$ cat config.mk
export PLATFORM = sky130hd
export DESIGN_NAME = prbs13_lock_mon
export DESIGN_NICKNAME = d
export VERILOG_FILES = /design/src/rtl/prbs13_pkg.sv /design/src/rtl/prbs13_lock_mon.sv
export SDC_FILE = /design/constraint.sdc
export NUM_CORES = 1
export LEC_CHECK = 0
export CAP_MARGIN = 20
export CORE_AREA = 4 4 41 43
export DETAILED_ROUTE_END_ITERATION = 8
export DIE_AREA = 0 0 45 47
export HOLD_SLACK_MARGIN = 0.08
export PLACE_DENSITY_LB_ADDON = 0.1
export SKIP_LAST_GASP = 1
export SYNTH_ARGS = -nofsm -noshare
export SYNTH_HDL_FRONTEND = slang
export SYNTH_SLANG_ARGS = --single-unit
$ cat constraint.sdc
create_clock -name clk -period 1.65 [get_ports clk]
set_input_delay 0.2475 -clock clk [delete_from_list [all_inputs] [get_ports clk]]
set_output_delay 0.2475 -clock clk [all_outputs]
set_load 0.005 [all_outputs]
$ cat src/rtl/prbs13_pkg.sv
// Shared PRBS13 constants, state type and LFSR next-bit helper.
// Polynomial x^13+x^12+x^11+x^8+1, Fibonacci form.
package prbs13_pkg;

  localparam int LFSR_W = 13;
  localparam int TAP_A  = 12;
  localparam int TAP_B  = 11;
  localparam int TAP_C  = 10;
  localparam int TAP_D  = 7;

  localparam logic [LFSR_W-1:0] ALL_ONES = 13'h1FFF;

  typedef enum logic {
    SEARCH = 1'b0,
    LOCKED = 1'b1
  } state_e;

  function automatic logic next_bit(
    input logic [LFSR_W-1:0] sr
  );
    return sr[TAP_A] ^ sr[TAP_B] ^
           sr[TAP_C] ^ sr[TAP_D];
  endfunction

endpackage

$ cat src/rtl/prbs13_lock_mon.sv
// Loss-of-lock monitor: counts errors per window
// of valid bits and flags loss at the threshold.
module prbs13_lock_mon
  import prbs13_pkg::*;
#(
  parameter int WINDOW      = 64,
  parameter int LOSS_THRESH = 8
) (
  input  logic clk,
  input  logic reset,
  input  logic valid,
  input  logic err,
  input  logic locked,
  output logic loss
);

  localparam int WC_W = $clog2(WINDOW);
  localparam int WE_W = $clog2(LOSS_THRESH + 1);

  logic [WC_W-1:0] win_cnt;
  logic [WE_W-1:0] win_err;
  logic            wrap;

  assign wrap = win_cnt == WC_W'(WINDOW - 1);

  assign loss = locked && valid && err &&
                (win_err == WE_W'(LOSS_THRESH - 1));

  // Held clear outside LOCKED so each lock starts a fresh window.
  always_ff @(posedge clk) begin
    if (!reset) begin
      win_cnt <= '0;
      win_err <= '0;
    end else if (!locked) begin
      win_cnt <= '0;
      win_err <= '0;
    end else if (valid) begin
      win_cnt <= win_cnt + 1'b1;
      if (loss || wrap)
        win_err <= '0;
      else if (err)
        win_err <= win_err + 1'b1;
    end
  end

endmodule

# Word-level counts from Yosys, hierarchy flattened
# Index checks and enable logic that the tools add are counted.
# Widths: inputs -> output; s select.
# totals
register_bits,10
# op_classes
n_addsub,2
eq_ne,2
muxes,2
reduce_logical,7
# op_table
op,n
$mux 4,2
$add 6x1->6 const B,1
$eq 6x6->1 const B,1
$add 4x1->4 const B,1
$eq 4x3->1 const B,1
$reduce_and 2->1,2
$logic_and 1x1->1,3
$reduce_bool 2->1,1
$logic_or 1x1->1,1

# Logic depth before layout (Yosys ltp)
# Gate-level depths: netlist of run 1.
# depth
depth_word,6
ltp_mapped,4
ltp_nobuf,4

# Worst setup path before layout of run 1
# OpenSTA, ideal clock, no wires.
# synth_timing
path_type,reg2reg
from,reg win_cnt[0]
to,reg win_err[0]
t_arrival_ns,1.114
path_slack_ns,0.458
path_stages_with_launch,5
path_buffers,0
period_less_slack_ns,1.192
path_cell_list,dfxtp_1 ha_1 and3_1 a41o_1 nor3_1
# synth_between
elab_chain_cells,4
elab_cells_between_ends,5
cone_classes,eq/ne: 1; mux: 1; reduce/logical: 3
# synth_rtl
element,line,text
from (decl),prbs13_lock_mon.sv:20,logic [WC_W-1:0] win_cnt;
from (signal assigned),prbs13_lock_mon.sv:38,win_cnt <= win_cnt + 1'b1;
$eq 6x6->1 (*),prbs13_lock_mon.sv:24,assign wrap = win_cnt == WC_W'(WINDOW - 1);
$logic_or 1x1->1 (*),prbs13_lock_mon.sv:39,if (loss || wrap)
$reduce_bool 2->1 (no source line),--,
$reduce_and 2->1 (no source line),--,
to (signal assigned),prbs13_lock_mon.sv:42,win_err <= win_err + 1'b1;
to (decl),prbs13_lock_mon.sv:21,logic [WE_W-1:0] win_err;
# Every way passes the cells marked *; elsewhere a longest branch is shown, timed or not.
# A chain may end at the register's enable or synchronous reset.

# Worst setup path after layout of run 1
# layout_timing
from,reg win_err[0]
to,out loss
# layout_between
elab_chain_cells,2
# layout_rtl
element,line,text
$eq 4x3->1,prbs13_lock_mon.sv:27,(win_err == WE_W'(LOSS_THRESH - 1));
$logic_and 1x1->1,prbs13_lock_mon.sv:26,assign loss = locked && valid && err &&
to (decl),prbs13_lock_mon.sv:14,output logic loss
# Every way passes these cells.

==> impl_metrics.toml, run 1 <==
[outcome]
status = "finished, final reports clean"

[critical_path]
critPathArrivalTime_ns = 1.27
endpoint_kind = "primary output"
cp_max_fo = 3
startpoint_type = "register"
worstSetupPathType = "register to primary output"
critPathRequiredTime_ns = 1.40

[sta]
worst_slew_pin_slew_ns = 0.191
max_freq_mhz = 658
max_slew_margin_pct = 87.1
fin_skew_ns = 0.00275
slew_viol_final = 0
tns_ns = 0
hold_viol_final = 0
finalSetupViolCount = 0
rsz0062_at_grt = "false"
min_period_ns = 1.52
min_period_over_period_pct = 92.0

[routing]
vias = 376
ant_nets = 0
avgRoutedWirePerCell_um = 11.6
detail_route.iter0.violations = 2
wl_um = 883
avgViaCountPerCell = 4.95
firstDrtPassIters = 2
drc = 0

[floorplanning]
std_cell_rows = 13
initial_core_util_pct = 35.5
io_pins = 6
die_w_um = 45
fp.coreArea_sq_mm = 0.00130
chipHeight_um = 47
dieArea_sq_mm = 0.00212

[clock_tree]
cts_tree = "done"
htreeDepth = 1
clock_path_buffers = 2
post_cts_buffers = 0
cts_sinks = 10
cts_made_buffers = 3
cts_root_buf = "clkbuf_4"
clkSlewWorstSetupHoldPaths_ns = 0.07
clk_latency_ns = 0.27

[place]
io_buffer_count = 5
routabilityCongestion = 0.653
place_hpwl_um = 686
dp_cells = 72

[synth]
synth_compound_area_share_pct = 8.13
postSynthCellCount = 47
avgSynthCellArea_sq_um = 9.82
synth_mux_area_share_pct = 4.34
synth_adder_area_share_pct = 5.42
synthXorXnorAreaFrac_pct = 11.4
syn-cell-area_sq_um = 462
ys_ff_latch = 10
yosys.area_share.simple_pct = 24.9
ys_types = 20
synth_nets = 54
synth_top_family_by_area = "simple AND/OR/NAND/NOR gates"
ys.warnings.count = 0
ys_seq_area_share_pct = 43.4

[grt]
grt_use_total_pct = 10.6
first_global_vias = 370
grt_overflow = 0
grt_antenna_before_repair = 0
grt_max_degree = 8
grt_pass1_wl_mm = 1.52

[cells_and_area]
final_cell_mix = "dfxtp_1 (8), nor2_1 (6), buf_4 (6)"
syn_to_final_growth_pct = 31.4
drive_above_1_share_pct = 27.9
diodes = 0
nets = 69
instances_no_fill = 76
final_common_cell = "dfxtp_1"

[run]
maxCapViolCount = 0

[pwr]
power.density_mw_per_mm2 = 837
p_total_mw = 0.508
leakage_nw = 0.254
ir_drop_v = 0.000341

[worst_hold_path]
hold_path.class = "register to register"
[per-layer routing]
| layer | GRT usage (%) | wire length (um) | vias up |
|---|---|---|---|
| met5 | 0 | 0 | - |
| met4 | 8.77 | 27 | 0 |
| met3 | 3.83 | 37 | 3 |
| met2 | 17.8 | 445 | 7 |
| met1 | 10.5 | 373 | 171 |
| li1 | - | - | 195 |
[kinds of logic (layout without fill, tap and decap cells)]
kind of cell,Yosys count,after routing
adder cells (fa/ha/maj),2,2
AO/OA/AOI/OAI,5,5
multiplexers,2,2
AND/OR/NAND/NOR,21,21
buffers and inverters,1,15
XOR/XNOR,6,6
flip-flops,10,10
[registers in the layout, summed over array words and instances, names as in the netlist]
signal / count
win_cnt: 6
win_err: 4
[power breakdown]
group	leakage, nW	internal, mW	switching [mW]
sequential	0.0818	0.244	0.00304
clock	0.0210	0.134	0.0887
combinational	0.151	0.0220	0.0159
total	0.254	0.400	0.108
[path summary, 6_finish.rpt]
check | start | end | slack [ns] | cells after the start
max | win_err[0] | loss | 0.13 | 4
min | win_cnt[5] | win_cnt[5] | 0.50 | 2
max reg2reg | win_cnt[0] | win_err[0] | 0.34 | 4
min reg2reg | win_cnt[5] | win_cnt[5] | 0.50 | 2
[cells in the mapped netlist, drive strengths merged]
cell type  count  area [sq um]
a211oi         1          12.5
a21oi          1          5.00
a41o           1          10.0
and3           1          6.26
buf            1          11.3
dfxtp         10           200
ha             2          25.0
mux2i          2          20.0
nand2          4          22.5
nand3          2          10.0
nand4          2          18.8
nand4b         1          8.76
nor2           7          26.3
nor3           2          10.0
o21ai          2          10.0
or3            2          12.5
xnor2          1          8.76
xor2           5          43.8
[what timing repair did]
action,CTS,global route
gates cloned,0,0
hold buffers,0,0
setup endpoints to repair,1,1
resized for setup,3,2
pin swaps,1,1
[stage by stage]
stage	cell area, sq um	util, %	hold WS [ns]	setup slack, ns
2_1_floorplan	462	-	0.458	0.458
3_3_place_gp	564	43.4	0.478	-0.0813
3_5_place_dp	564	43.4	0.491	-0.0851
4_1_cts	603	46.3	0.502	0.0837
5_1_grt	607	46.6	0.552	0.0114
6_report	607	46.6	0.500	0.131
[area by class of cell]
cell class	instances	area, sq um
Tap cell	15	18.8
Clock buffer	4	36.3
Sequential cell	10	203
Multi-Input combinational cell	36	255
Fill cell	144	694
Timing Repair Buffer	11	93.8
[worst max-delay path, stage by stage, from the launching register on]
cell and delay, ns:
dfxtp_2 0.36, ha_2 0.19, nand4b_1 0.11, nor2_2 0.11, dlygate4sd2_1 0.24
(Power assumes the default switching activity.)
==> run 2, diff against run 1 <==
- CORE_AREA: 4 4 41 43 -> 2 2 39 41
- DIE_AREA: 0 0 45 47 -> 0 0 41 43
==> impl_metrics.toml, run 2 (synthesis results as in run 1) <==
[outcome]
status = "finished, final reports clean"

[worst_hold_path]
hold_path.class = "register to register"

[critical_path]
crit_chain = "ha_2 > nand4b_1 > nor2_1 > dlygate4sd2_1"
worstSetupPathType = "register to primary output"
critPathArrivalTime_ns = 1.32
cp_max_fo = 3
endpoint_kind = "primary output"
critPathRequiredTime_ns = 1.40
startpoint_type = "register"
slowest_delay_ns = 0.35
cp_slowest_cell = "dfxtp_2"

[routing]
drc = 0
ant_nets = 0
avgViaCountPerCell = 4.75
detail_route.iter0.violations = 2
wl_um = 887
firstDrtPassIters = 3
avgRoutedWirePerCell_um = 11.2
vias = 375

[place]
dp_cells = 73
io_buffer_count = 5
place_hpwl_um = 681
routabilityCongestion = 0.683

[floorplanning]
dieArea_sq_mm = 0.00176
fp.coreArea_sq_mm = 0.00138
chipHeight_um = 43
std_cell_rows = 14
io_pins = 6
die_w_um = 41
initial_core_util_pct = 33.4

[pwr]
ir_drop_v = 0.000374
power.density_mw_per_mm2 = 810
leakage_nw = 0.264

[clock_tree]
htreeDepth = 1
clk_latency_ns = 0.26
cts_made_buffers = 3
ctsHoldBuffers = 0
cts_root_buf = "clkbuf_4"
clock_path_buffers = 2
cts_tree = "done"
clkSlewWorstSetupHoldPaths_ns = 0.07
cts_sinks = 10

[grt]
first_global_vias = 382
grt_antenna_before_repair = 0
grt_overflow = 0
grt_pass1_wl_mm = 1.56
grt_use_total_pct = 13.5
grt_max_degree = 8

[sta]
worst_slew_pin_slew_ns = 0.195
rsz0062_at_grt = "false"
min_period_over_period_pct = 95.1
hold_viol_final = 0
max_slew_margin_pct = 86.8
fin_skew_ns = 0.00295
tns_ns = 0
max_freq_mhz = 637
finalSetupViolCount = 0
slew_viol_final = 0
min_period_ns = 1.57

[cells_and_area]
diodes = 0
syn_to_final_growth_pct = 34.4
finish.utilization_pct = 44.8
nets = 71
final_cell_mix = "buf_4 (8), dfxtp_1 (8), nor2_1 (7)"
instances_no_fill = 79
fill_cells = 134
largest_reg_flops = 6
drive_above_1_share_pct = 28.6
largest_registers = "win_cnt x6, win_err x4"
regMostFlops = "win_cnt"

[run]
maxCapViolCount = 0
[run 2: cell count changes in the layout (fill, tap and decap cells not counted), sizes merged]
cell / change
buf: +2
[run 2: worst max-delay path: cells and delay by family, from the launching register on]
family	cells	cell delay, ns
flip-flops	1	0.35
AND/OR/NAND/NOR	2	0.26
buffers and inverters	1	0.26
adder cells (fa/ha/maj)	1	0.19
[run 2: power breakdown]
group          switching (mW)  internal, mW  leakage (nW)
combinational          0.0163        0.0221         0.162
clock                  0.0833         0.134        0.0210
sequential            0.00296         0.244        0.0818
total                   0.103         0.400         0.264
[run 2: path summary, 6_finish.rpt]
path	start	endpoint	slack, ns	depth (start not counted)
max	win_err[0]	loss	0.08	4
min	win_cnt[5]	win_cnt[5]	0.50	2
max reg2reg	win_err[0]	win_err[0]	0.34	7
min reg2reg	win_cnt[5]	win_cnt[5]	0.50	2
[run 2: what timing repair did]
action,CTS,global route
hold endpoints to repair,0,0
setup buffers,2,0
setup endpoints to repair,1,0
resized for setup,4,0
[run 2: area by class of cell]
type	count	area (sq um)	share of cell area, %
multi-input combinational	36	253	40.7
sequential	10	203	32.7
timing repair buffer	13	109	17.5
clock buffer	4	36.3	5.85
tap	16	20.0	3.23
[run 2: metrics by stage]
step                      worst slack [ns]  power [mW]  instance area, sq um  hold slack [ns]
after floorplan                      0.458       0.272                   462            0.458
after global placement             -0.0761       0.290                   566            0.476
after detailed placement           -0.0920       0.291                   566            0.505
after CTS                            0.110       0.513                   621            0.515
after global routing                0.0528       0.525                   621            0.540
final                               0.0802       0.503                   621            0.503
[run 2: per-layer routing]
metal | vias to the layer above | track usage, % | part of all wire, %
met3 | 2 | 3.14 | 3.2
met5 | - | 0 | 0
met1 | 166 | 14.7 | 41
met4 | 0 | 8.00 | 0.45
li1 | 201 | - | -
met2 | 6 | 22.2 | 55
==> run 3, diff against run 2 <==
==> constraint.sdc (replaced) <==
create_clock -name clk -period 1.65 [get_ports clk]
set_input_delay 0.495 -clock clk [delete_from_list [all_inputs] [get_ports clk]]
set_output_delay 0.495 -clock clk [all_outputs]
set_load 0.005 [all_outputs]
==> impl_metrics.toml, run 3 (synthesis results as in run 1) <==
[outcome]
status = "finished, final reports clean"

[routing]
drc = 0
avgRoutedWirePerCell_um = 12.4
firstDrtPassIters = 4
ant_nets = 0
detail_route.iter0.violations = 8
vias = 396
avgViaCountPerCell = 4.95
wl_um = 989

[worst_hold_path]
holdPathEnd = "win_cnt[5]"
min-delay-start = "win_cnt[5]"
min_path_cells = 2
hold_path.class = "register to register"

[clock_tree]
clkSlewWorstSetupHoldPaths_ns = 0.06
clock_path_buffers = 2
cts_sinks = 10
cts_root_buf = "clkbuf_4"
clk_latency_ns = 0.27
cts_tree = "done"
htreeDepth = 1
cts_made_buffers = 3
post_cts_buffers = 0

[pwr]
power.density_mw_per_mm2 = 804
power_frac_clock_pct = 43.9
ir_drop_v = 0.000357
p_total_mw = 0.509
p_int_mw = 0.399
switchingPower_mw = 0.109
leakage_nw = 0.272
sw_frac_of_total_pct = 21.5
seqPwrFrac_pct = 48.6
combPwrFrac_pct = 7.6

[cells_and_area]
diodes = 0
drive_above_1_share_pct = 32.8
fill_cells = 146
syn_to_final_growth_pct = 37.1
regMostFlops = "win_cnt"
final_cell_mix = "buf_4 (9), dfxtp_1 (8), nor2_1 (6)"
finish.utilization_pct = 45.8
nets = 72
largest_registers = "win_cnt x6, win_err x4"
final_common_cell = "buf_4"
final_area_sq_um = 633
largest_reg_flops = 6

[floorplanning]
initial_core_util_pct = 33.4
dieArea_sq_mm = 0.00176
fp.coreArea_sq_mm = 0.00138
std_cell_rows = 14
chipHeight_um = 43
io_pins = 6
die_w_um = 41

[critical_path]
cp_max_fo = 2
endpoint_kind = "primary output"
critPathRequiredTime_ns = 1.15
worstReg2RegEnd = "win_err[1]"
worstSetupPathType = "register to primary output"
rr_startpoint = "win_cnt[0]"
startpoint_type = "register"
ff2ff_path_depth = 4
rrSetupSlack_ns = 0.31
critPathArrivalTime_ns = 1.12

[grt]
grt_pass1_wl_mm = 1.79
grt_max_degree = 8
grt_use_total_pct = 16.1
first_global_vias = 410
grt_overflow = 0
grt_antenna_before_repair = 0

[run]
maxCapViolCount = 0

[sta]
min_period_ns = 1.62
fin_ws_ns = 0.0336
worst_slew_pin_slew_ns = 0.229
max_slew_margin_pct = 84.6
slew_viol_final = 0
finalSetupViolCount = 0
whs_ns = 0.522
hold_viol_final = 0
rsz0062_at_grt = "true"
min_period_over_period_pct = 98.0
fin_skew_ns = 0.00497
max_freq_mhz = 619

[place]
io_buffer_count = 5
routabilityCongestion = 0.666
place_hpwl_um = 784
place_area_sq_um = 588
place_ws_ns = -0.608
## run 3: power groups by stage
| stage | sequential, mW | combinational (mW) | clock, mW |
|---|---|---|---|
| floorplan | 0.252 | 0.0197 | 0 |
| global placement | 0.252 | 0.0391 | 0 |
| detailed placement | 0.252 | 0.0403 | 0 |
| CTS | 0.247 | 0.0382 | 0.230 |
| global route | 0.247 | 0.0423 | 0.243 |
| finish | 0.247 | 0.0384 | 0.223 |
## run 3: how the worst max path moves through the flow
| stage | startpoint | end | slack, ns | cells past startpoint |
|---|---|---|---|---|
| after detailed placement | locked | loss | -0.61 | 4 |
| after global placement | valid | loss | -0.58 | 4 |
| after CTS | win_err[0] | loss | -0.02 | 4 |
| after global routing | win_err[0] | loss | -0.05 | 4 |
| after floorplan | valid | loss | 0.25 | 3 |
| final | win_err[0] | loss | 0.03 | 4 |
## run 3: cell type report
cell class / instances / area (sq um) / share of cell area (%)
timing repair buffer: 14 / 109 / 17.2
sequential: 10 / 203 / 32.0
multi-input combinational: 36 / 265 / 41.9
tap: 16 / 20.0 / 3.16
clock buffer: 4 / 36.3 / 5.73
## run 3: critical path: stages, from the launching register on
cell and delay [ns]:
dfxtp_2 0.35, ha_4 0.14, nand4b_1 0.12, nor2_2 0.12, buf_2 0.12
## run 3: metrics by stage
stage               TNS (ns)  instances
floorplan                  0         47
global placement       -1.61         76
detailed placement     -1.91         76
CTS                  -0.0213         80
global route         -0.0474         80
finish                     0         80
## run 3: what timing repair did
| action | CTS | global route |
|---|---|---|
| hold buffers | 0 | 0 |
| resized for setup | 11 | 1 |
| pin swaps | 2 | 1 |
| setup endpoints to repair | 1 | 1 |
## run 3: layer usage
layer	up-vias	part of all wire (%)	GRT usage (%)
met4	0	4.4	14.0
met2	9	55	24.1
met3	5	3.2	3.14
met1	181	37	18.1
met5	-	0	0
li1	201	-	-
